===== src/rtl/ifetch_unit.sv =====
// ifetch_unit: owns the PC, issues imem requests under a credit limit, buffers in-order responses and flushes on redirect (IFETCH_MISALIGN_EN halts fetch on a misaligned redirect)
module ifetch_unit #(
  parameter logic [31:0] RESET_PC = 32'h0000_0000,
  parameter int BUF_DEPTH = 2
) (
  input  logic        clk,
  input  logic        rst_n,
  output logic        imem_req_valid,
  output logic [31:0] imem_req_addr,
  input  logic        imem_req_ready,
  input  logic        imem_rsp_valid,
  input  logic [31:0] imem_rsp_data,
  input  logic        redirect_valid,
  input  logic [31:0] redirect_pc,
  output logic        instr_valid,
  output logic [31:0] instr,
  output logic [31:0] instr_pc,
  input  logic        instr_ready,
  output logic        instr_misaligned
);
  localparam int CW = $clog2(BUF_DEPTH + 1);
  localparam int PW = BUF_DEPTH > 1 ? $clog2(BUF_DEPTH) : 1;
  localparam logic [PW-1:0] LAST = PW'(BUF_DEPTH - 1);
  logic [31:0] pc, rsp_pc, target;
  logic [CW-1:0] outstanding, drop, count;
  logic [PW-1:0] head, tail;
  logic run, halted, req_fire, rsp_ok, push, pop;
  logic [31:0] fifo_data [BUF_DEPTH];
  logic [31:0] fifo_pc [BUF_DEPTH];

  function automatic logic [PW-1:0] nxt(input logic [PW-1:0] p);
    return p == LAST ? '0 : p + 1'b1;
  endfunction

  assign target = redirect_pc & ~32'h3;
  assign imem_req_valid = run && !redirect_valid && !halted &&
                          ({1'b0, outstanding} + {1'b0, count} < (CW+1)'(BUF_DEPTH));
  assign imem_req_addr = pc;
  assign req_fire = imem_req_valid && imem_req_ready;
  assign rsp_ok = imem_rsp_valid && outstanding != '0;
  assign push = rsp_ok && drop == '0 && !redirect_valid;
  assign instr_valid = count != '0;
  assign pop = instr_valid && instr_ready && !redirect_valid;
  assign instr = instr_valid ? fifo_data[head] : '0;
  assign instr_pc = instr_valid ? fifo_pc[head] : '0;
  assign instr_misaligned = halted;

  // PC, credit and drop bookkeeping plus FIFO pointers; redirect overrides everything
  always_ff @(posedge clk or negedge rst_n)
    if (!rst_n) begin
      run <= 1'b0;
      pc <= RESET_PC;
      rsp_pc <= RESET_PC;
      outstanding <= '0;
      drop <= '0;
      count <= '0;
      head <= '0;
      tail <= '0;
    end else begin
      run <= 1'b1;
      outstanding <= outstanding + CW'(req_fire) - CW'(rsp_ok);
      if (redirect_valid) begin
        pc <= target;
        rsp_pc <= target;
        drop <= outstanding - CW'(rsp_ok);
        count <= '0;
        head <= '0;
        tail <= '0;
      end else begin
        if (req_fire) pc <= pc + 32'd4;
        if (rsp_ok && drop != '0) drop <= drop - 1'b1;
        if (push) begin
          rsp_pc <= rsp_pc + 32'd4;
          tail <= nxt(tail);
        end
        if (pop) head <= nxt(head);
        count <= count + CW'(push) - CW'(pop);
      end
    end

  // FIFO storage; kept responses after a redirect belong to consecutive addresses from the target
  always_ff @(posedge clk)
    if (push) begin
      fifo_data[tail] <= imem_rsp_data;
      fifo_pc[tail] <= rsp_pc;
    end

`ifdef IFETCH_MISALIGN_EN
  // a misaligned redirect halts fetch until the next aligned redirect
  always_ff @(posedge clk or negedge rst_n)
    if (!rst_n) halted <= 1'b0;
    else if (redirect_valid) halted <= redirect_pc[1:0] != 2'b00;
`else
  assign halted = 1'b0;
`endif

  // a response with nothing outstanding is a memory protocol violation
  always_ff @(posedge clk)
    if (rst_n) assert (!(imem_rsp_valid && outstanding == '0));
endmodule


===== config.mk =====
export PLATFORM = sky130hd
export DESIGN_NAME = ifetch_unit
export DESIGN_NICKNAME = d
export VERILOG_FILES = /design/src/rtl/ifetch_unit.sv
export SDC_FILE = /design/constraint.sdc
export NUM_CORES = 1
export LEC_CHECK = 0
export CAP_MARGIN = 20
export CORE_UTILIZATION = 45
export CTS_BUF_LIST = sky130_fd_sc_hd__clkbuf_8 sky130_fd_sc_hd__clkbuf_16
export CTS_CLUSTER_DIAMETER = 60
export CTS_CLUSTER_SIZE = 28
export DETAILED_ROUTE_END_ITERATION = 8
export PLACE_DENSITY = 0.71
export SYNTH_ARGS = -nofsm -noshare
export SYNTH_HDL_FRONTEND = slang
export SYNTH_SLANG_ARGS = --single-unit

===== constraint.sdc =====
create_clock -name clk -period 6.49 [get_ports clk]
set_input_delay 0.9735 -clock clk [delete_from_list [all_inputs] [get_ports clk]]
set_output_delay 0.9735 -clock clk [all_outputs]
set_load 0.03 [all_outputs]

==> run summary <==
Status - finished, final reports clean
Pre-CTS setup slack - 2.65 ns
Filler cells - 1521
CTS sink count - 193
Synth warnings - 0
Rel. slew slack - 0.273
Final #Nets - 913
Max Root-Sink Buffers - 2
Synth top area share - 0.433
#FFs+latches synth - 193
Initial antenna violation count - 0
Register-to-Register Path Depth - 10
Post-synthesis sequential area ratio - 0.634
Crit path depth - 4
Highest Clock Rate - 0.259 GHz
CTS tree - done
Crit path kind - input pin to output pin
Hold Path Depth - 0
Hold WC Path Type - flop to flop
Fin Setup TNS - 0 ns
Slew @ Worst Pin - 1.09 ns
Bufs and invs on worst path - 3
Part of the cycle the worst path needs - 0.594
H-tree Lvls - 4
Post-CTS Setup Repair Bufs - 0
Critical Path Sink Type - output pin
Most common cell on crit path - clkdlybuf4s50_1
Syn Area/Cell - 12.7 sq um
Post-synth ARST share - 0.358
DP Area - 10400 sq um
Width of the die - 140 um
Max Slew Vio Count - 0
Post-synth design cell area - 8600 sq um
Static leakage - 3.89 nW
CTS Buf Count - 17
First-pass GRT wire length - 30200 um
Crit-path cells - clkdlybuf4s50_1 -> buf_4 -> nor4b_4 -> clkdlybuf4s50_1
Yosys top cell by area - edfxtp_1
Tmin final - 3.85 ns
Initial DRC count - 373
Gr ovfl total - 0
Worst setup SP type - input pin
Syn Inst Count - 675
Crit-path max cell delay - 0.75 ns
Largest net degree at the start of global routing - 70
Max IR drop VDD - 178 uV
Max-capacitance violation count - 0
Vias post-DR - 5900
CP Max Fanout - 44
Post-synthesis cell type count - 49
Synth top cells by count - edfxtp_1 (124), nor2_1 (84), dfrtp_1 (69)
Initial Util - 0.460
Placed cells - 1049
Synth top area cells - edfxtp_1 (43%), dfrtp_1 (20%), mux2i_1 (7.6%)
Routed len/inst - 17.2 um
Die Area - 19700 sq um
Crit path DAT - 2.88 ns
CTS Hold Bufs - 0
# diodes - 0
CTS clk-pin slew, worst paths - 0.07 ns
Critical Path RT - 5.52 ns
Row cnt - 50
Routed Antenna Nets - 0
1st-pass router iterations - 7
Die Y-Extent - 140 um
Critical Path Slowest Stage Cell - clkdlybuf4s50_1
Final wirelength - 18600 um
EDFF count, synth - 124
Final worst slack - 2.64 ns
Power Density - 330 nW/um^2
Final hold vios - 0
Clock network latency to the later pin of the worst-skew pair - 0.43 ns
Layout cells sized above 1 - 0.0838
Vias in the first global route - 6018
Port Buffers - 161
Register Area - 5450 sq um
GP Congestion - 0.846
Crit-path leading delay family - buffers and inverters
I/O pins - 169
DRC errors left - 0
Post_cts resized - 0
Multi-input logic area - 2970 sq um
HPWL after detailed placement - 12400 um
Final Setup Violations - 0
Top FF cell, synth - edfxtp_1
Final cell utilization of the core - 0.590
Total GRT Usage - 0.197
Core area - 18700 sq um
Worst Skew - 0.0104 ns
Most frequent cell after synthesis - edfxtp_1
CTS root buf - clkbuf_16
Fin cells - 1081
Syn-to-layout area delta - 28.4%
Number of vias per cell - 5.46
Cell area after layout - 11000 sq um
RSZ-0062 raised after global routing - no
-- layout by cell type (no fill, tap or decap), drive strengths merged, types with 17 or more instances in the layout --
cell	netlist	final
dfrtp	69	69
inv	13	20
mux2	20	20
edfxtp	124	124
xor2	19	19
o21ai	26	26
nand2	52	52
mux2i	65	65
nor2	84	84
nand4	19	19
clkdlybuf4s50	0	160
nand3	26	26
xnor2	29	29
clkbuf	20	17
-- worst register-to-register path, stage by stage (launching register included) --
cell	delay, ns
dfrtp_1	0.45
and2_1	0.18
fa_1	0.48
nor4b_4	0.41
and2_1	0.42
inv_2	0.24
ha_1	0.34
inv_1	0.04
ha_1	0.18
xnor2_1	0.13
xnor2_1	0.13
-- logic make-up after synthesis --
logic type | synth area share
muxes | 0.102
xor gates and xnor gates | 0.0489
adders and majority gates | 0.0140
buffers and inverters | 0.0242
other | 0.000873
and+or+nand+nor | 0.130
AOI/OAI and AO/OA | 0.0466
DFF | 0.634
-- sequential cells by signal, summed over array words and instances (netlist names), 2 cells and up --
signal / flops
count: 2
drop: 2
fifo_data: 64
fifo_pc: 60
imem_req_addr: 30
outstanding: 2
rsp_pc: 30
-- power by group --
part | leakage [nW] | switching (mW) | internal, mW
clock | 0.297 | 0.457 | 0.612
sequential | 1.95 | 0.146 | 1.45
combinational | 1.64 | 0.559 | 0.423
total | 3.89 | 1.16 | 2.48
-- path summary, 6_finish.rpt --
path	from	end	slack, ns
max	redirect_valid	imem_req_valid	2.64
min	rsp_pc[14]	fifo_pc[1][14]	0.51
max reg2reg	outstanding[0]	outstanding[1]	3.38
min reg2reg	rsp_pc[14]	fifo_pc[1][14]	0.51
max in group asynchronous	rst_n	head	5.04
min in group asynchronous	rst_n	imem_req_addr[30]	0.75
-- per-stage QoR --
stage	hold WS, ns	total power [mW]
2_1_floorplan	0.456	2.20
3_3_place_gp	0.481	2.57
3_5_place_dp	0.500	2.61
6_report	0.513	3.64
5_1_grt	0.545	3.81
4_1_cts	0.519	3.68
-- routing by layer --
metal | wire length (um) | global-route usage | vias up
li1 | - | - | 2760
met1 | 8410 | 0.265 | 2888
met2 | 8830 | 0.314 | 225
met3 | 1100 | 0.0424 | 27
met4 | 258 | 0.0700 | 0
met5 | 0 | 0 | -
-- layout make-up --
cell class,count,share of cell area
Timing Repair Buffer,169,0.151
Multi-Input combinational cell,440,0.269
Sequential cell,193,0.494
Clock buffer,17,0.0385
Inverter,13,0.00442
Clock inverter,15,0.0163
Tap cell,234,0.0265
No activity file was read; power rests on OpenSTA's default activity.
==> patch 1 (same flow settings) <==
The parameter `BUF_DEPTH` goes from 2 to 4.
--- a/src/rtl/ifetch_unit.sv
+++ b/src/rtl/ifetch_unit.sv
@@ -2,5 +2,5 @@
 module ifetch_unit #(
   parameter logic [31:0] RESET_PC = 32'h0000_0000,
-  parameter int BUF_DEPTH = 2
+  parameter int BUF_DEPTH = 4
 ) (
   input  logic        clk,
Function: changed (a bounded check fails within 4 cycles, from zero or initial values and one cycle with rst_n low).
==> patch 1 against the original RTL <==
- combinational power is 98% higher
- via count is 35% higher
- routed wire length is 52% higher
- design area is 51% higher
- clock skew is 0.032 ns higher
- total power is 71% higher
- clock power is 63% higher
- sequential cell count is 129 higher
- setup slack worse by 0.62 ns
- area after synthesis is 60% higher
- critical path type is now reg2out
- critical endpoint is now instr_pc[4]
- largest power group unchanged
==> patch 1: results (changes against the original RTL) <==
[synthesis]
synth-edff-count=248  ; +100%
async_reset_ff_frac=0.2298  ; -0.1277
synth_area_leaders=edfxtp_1 54%, dfrtp_1 13%, mux4_2 10%
synth.distinct_cells=53  ; +8.2%
synth_commonest_cells=248 x edfxtp_1, 74 x dfrtp_1, 67 x and2_1
ys_seq_area_frac=0.6766  ; +0.04284

[finish]
top_regs=fifo_data: 128 flops, fifo_pc: 120 flops
nNetsFinal=1125  ; +23%

[route]
viasPerCell=5.508  ; +0.92%
dr.first_iter.drc_count=556  ; +49%
firstDrtPassIters=4  ; -3

[global_route]
grt_pass1_vias=8158  ; +36%
grt_usage=0.1842  ; -0.01233
grt_first_pass_wirelength_mm=44.74  ; +48%
antenna_found_initial=1  ; +1

[timing]
clock_skew_ns=0.04274  ; +0.03236 ns
worst_pin_slew_ns=1.037  ; -0.05328 ns

[outcome]
status=finished, final reports clean

[pwr]
ir_drop_uv=238.6  ; +34%
p_leak_nw=5.725  ; +47%

[clock_tree]
cts_buffers=26  ; +9
clkTransAtPathRegs_ns=0.09  ; +0.02 ns
htree_levels=1  ; -3

[placement]
place_congestion=0.8559  ; +1.1%

[floorplanning]
die_x_um=176.8  ; +26%

[setup_path]
critical_path_arrival_ns=3.50  ; +0.62 ns

[patch 1: changes by cell type after synthesis, sizes merged, moves of 12 or more]
cell    change
inv        +12
o21ai      +15
mux2i      -64
mux2       -13
xnor2      -16
nand4      +12
a21oi      +12
nor2       -57
edfxtp    +124
and2       +63
mux4       +62
[patch 1: area by class of cell]
class	instances	area [µm²]
fill	2346	13190
inverter	25	93.84
multi-input combinational	488	4138
clock inverter	22	322.8
clock buffer	26	650.6
tap	390	488.0
timing repair buffer	173	1692
sequential	322	9304
[patch 1: per-stage QoR]
step                power, W  instances  hold WS, ns  setup slack, ns  cell area [µm²]
finish              0.006234       1446       0.5475            2.020            16690
global route        0.006512       1446       0.5591            1.769            16690
CTS                 0.006306       1446       0.5457            1.889            16690
detailed placement  0.004571       1398       0.5286            2.226            15720
global placement    0.004552       1398       0.5223            2.297            15720
floorplan           0.003795        881       0.4760            2.991            13760
[patch 1: worst max-delay path, cell delays in order (launching register included)]
cell,delay [ns]
dfrtp_4,1.05
buf_4,0.49
mux4_2,0.54
and2_1,0.20
clkdlybuf4s50_1,0.60
[patch 1: kinds of logic after synthesis]
group           after synthesis  synth area share
compound gates               88           0.03924
fa+ha+maj                    19           0.01839
other cells                   2         0.0005465
flops                       322            0.6766
simple gates                266            0.1084
buf+inv                      71           0.02385
xor+xnor                     39           0.02485
mux                          70            0.1081
[patch 1: final timing paths]
check | end | from | slack [ns]
setup / recovery | instr_pc[4] | head[0]$_DFFE_PN0P_ | 2.02
hold / removal | drop[1]$_DFFE_PN0P_ | drop[1]$_DFFE_PN0P_ | 0.55
setup reg to reg | fifo_data[0][21]$_DFFE_PP_ | drop[0]$_DFFE_PN0P_ | 3.16
hold reg to reg | drop[1]$_DFFE_PN0P_ | drop[1]$_DFFE_PN0P_ | 0.55
max in group asynchronous | head[0]$_DFFE_PN0P_ | rst_n | 5.15
min in group asynchronous | outstanding[2]$_DFF_PN0_ | rst_n | 0.64
[patch 1: power breakdown]
part	switching, W	internal, W
clock network	0.000851	0.000889
registers	0.000192	0.00236
logic	0.00108	0.000869
total	0.00212	0.00412
[patch 1: per-layer routing]
metal  up-vias  track usage  wire length, µm
met4         0      0.04167              531
met2       283       0.3093            13660
met5         -            0                0
met3        32      0.02792             1723
met1      3993       0.2537            12350
li1       3657            -                -
==> patch 2 (config.mk and constraints unchanged) <==
Without the edit above. The option `IFETCH_MISALIGN_EN` is turned on by a define.
--- a/src/rtl/ifetch_unit.sv
+++ b/src/rtl/ifetch_unit.sv
@@ -1,3 +1,5 @@
 // ifetch_unit: owns the PC, issues imem requests under a credit limit, buffers in-order responses and flushes on redirect (IFETCH_MISALIGN_EN halts fetch on a misaligned redirect)
+`define IFETCH_MISALIGN_EN
+
 module ifetch_unit #(
   parameter logic [31:0] RESET_PC = 32'h0000_0000,
Formal check against the unedited RTL: not equivalent (Yosys sat finds a counterexample within 4 cycles, from zero or initial values and one cycle with rst_n low).
==> patch 2 against the original RTL <==
- design area fell by 0.51%
- routed wire length rose by 1.1%
- sequential cell count rose by 1
- setup slack improved by 0.0097 ns
- final cell count did not move
- first-iteration DRC count fell by 9.4%
- total power fell by 3.1%
- highest routed layer unchanged
- via count barely moved
- area after synthesis fell by 0.47%
==> patch 2: results (changes against the original RTL) <==
[setup_path]
critical_path_arrival_ns=3.92  ; +1.04 ns
slowest_delay_ns=0.80  ; +0.05 ns
cp_slowest_cell=nor2_4
r2r-start=count[0]$_DFF_PN0_
worst-path-max-fanout=60  ; +36%
rr_endpoint=outstanding[1]$_DFF_PN0_
rrSetupSlack_ns=3.05  ; -0.33 ns
r2r_cells=10  ; unchanged

[pwr]
ir_drop_uv=197.7  ; +11%
p_leak_nw=3.911  ; +0.57%

[clock_tree]
cts_setup_buffers=0  ; unchanged
worstSkewPairLatency_ns=0.43  ; about the same
clkTransAtPathRegs_ns=0.07  ; about the same
ctsLongestPathBuffers=2  ; unchanged
root_buffer=clkbuf_16
cts_buffers=17  ; unchanged
htree_levels=4  ; unchanged
cts_resized=0  ; unchanged

[route]
top_layer=met4
viasPerCell=5.462  ; about the same
dr.first_iter.drc_count=338  ; -9.4%
wl_met1_mm=8.234  ; -2.1%
routedWlPerCell_um=17.38  ; +1.1%
wl_met2_mm=8.709  ; -1.3%
drtAntennaViolNets=0  ; unchanged
firstDrtPassIters=5  ; -2
wl_met3_mm=1.453  ; +33%

[placement]
post-dp-hpwl_mm=12.95  ; +4.5%
port_buffers=164  ; +1.9%
placed_cell_area_um2=10390  ; -0.43%
place_congestion=0.8338  ; -1.5%

[synthesis]
synth.distinct_cells=40  ; -18%
synth_area_leaders=edfxtp_1 44%, dfrtp_1 20%, mux2i_1 7.4%
ys.flop_type=edfxtp_1
synth-edff-count=124  ; unchanged
ys_seq_area_frac=0.6397  ; +0.005888
async_reset_ff_frac=0.3608  ; +0.003312
yosysWarnings=0  ; unchanged
synth_commonest_cells=124 x edfxtp_1, 84 x nor2_1, 70 x dfrtp_1

[timing]
maxSlewHeadroom=0.2803  ; +0.006940
clock_skew_ns=0.01058  ; +0.0001985 ns

[finish]
n_antenna_cell=0  ; unchanged
nNetsFinal=913  ; unchanged
layout-drive-gt1-share=0.07084  ; -0.01299
top_regs=fifo_data: 64 flops, fifo_pc: 60 flops

[min_path]
hold_path.class=reg2reg
hp-start=rsp_pc[24]$_DFFE_PN0N_
holdPathEnd=fifo_pc[1][24]$_DFFE_PP_
min_path_cells=0  ; unchanged

[global_route]
grt_usage=0.1966  ; about the same
grt_pass1_vias=5779  ; -4.0%
antenna_found_initial=0  ; unchanged
grt_max_degree=71  ; +1.4%
grt_first_pass_wirelength_mm=29.92  ; -0.80%

[outcome]
status=finished, final reports clean

==> patch 2: cell types whose count changed in the layout (fill, tap and decap cells not counted), moves of 6 or more <==
cell,delta
mux2_2,-14
xor2_1,+10
o21ai_1,-6
o21ai_0,+23
and3_1,+8
xnor2_1,-15
o311ai_0,+7
o311ai_1,-6
==> patch 2: logic make-up after synthesis <==
kind of cell	count (synthesis)	share of synthesized area
compound gates	86	0.06242
flops	194	0.6397
simple gates	225	0.1302
xor+xnor	43	0.04400
buf+inv	52	0.02719
other cells	2	0.0008774
mux	69	0.08157
fa+ha+maj	9	0.01403
==> patch 2: cell type report <==
class / count / area (µm²)
Inverter: 13 / 48.80
Clock inverter: 15 / 168.9
Fill cell: 1495 / 7659
Clock buffer: 17 / 425.4
Tap cell: 234 / 292.8
Timing Repair Buffer: 171 / 1684
Sequential cell: 194 / 5479
Multi-Input combinational cell: 437 / 2885
==> patch 2: critical path: cells and delay by family <==
family | cells | cell delay, ns
AND/OR/NAND/NOR | 2 | 1.25
buffers and inverters | 4 | 1.65
==> patch 2: worst max-delay path by stage <==
stage	slack (ns)	from	cells after the start	end
after floorplan	1.94	redirect_valid	4	fifo_data[0][0]$_DFFE_PP_
after global placement	2.29	redirect_valid	6	fifo_data[1][23]$_DFFE_PP_
after detailed placement	2.20	redirect_valid	6	fifo_data[0][23]$_DFFE_PP_
after CTS	2.62	redirect_valid	6	fifo_data[0][23]$_DFFE_PP_
after global routing	2.38	redirect_valid	6	fifo_data[0][0]$_DFFE_PP_
final	2.65	redirect_valid	6	fifo_data[0][23]$_DFFE_PP_
==> patch 2: metrics by stage <==
stage,utilization,setup slack (ns),hold slack (ns),std cells
5_1_grt,0.5892,2.377,0.5519,1081
6_report,0.5892,2.646,0.5351,1081
4_1_cts,0.5892,2.624,0.5344,1081
3_5_place_dp,0.5573,2.197,0.5070,1049
3_3_place_gp,0.5573,2.288,0.4983,1049
2_1_floorplan,-,1.940,0.4616,683
==> patch 2: where the power goes <==
| group | total [W] | internal (W) | switching [W] | leakage [nW] |
|---|---|---|---|---|
| Clock | 0.00104 | 0.000579 | 0.000463 | 0.286 |
| Combinational | 0.000909 | 0.000384 | 0.000525 | 1.66 |
| Sequential | 0.00158 | 0.00144 | 0.000136 | 1.97 |
==> patch 2: per-layer routing <==
metal | track usage | vias to the layer above
met5 | 0 | -
met4 | 0.06825 | 0
met3 | 0.04410 | 37
met2 | 0.3105 | 264
met1 | 0.2691 | 2813
li1 | - | 2790
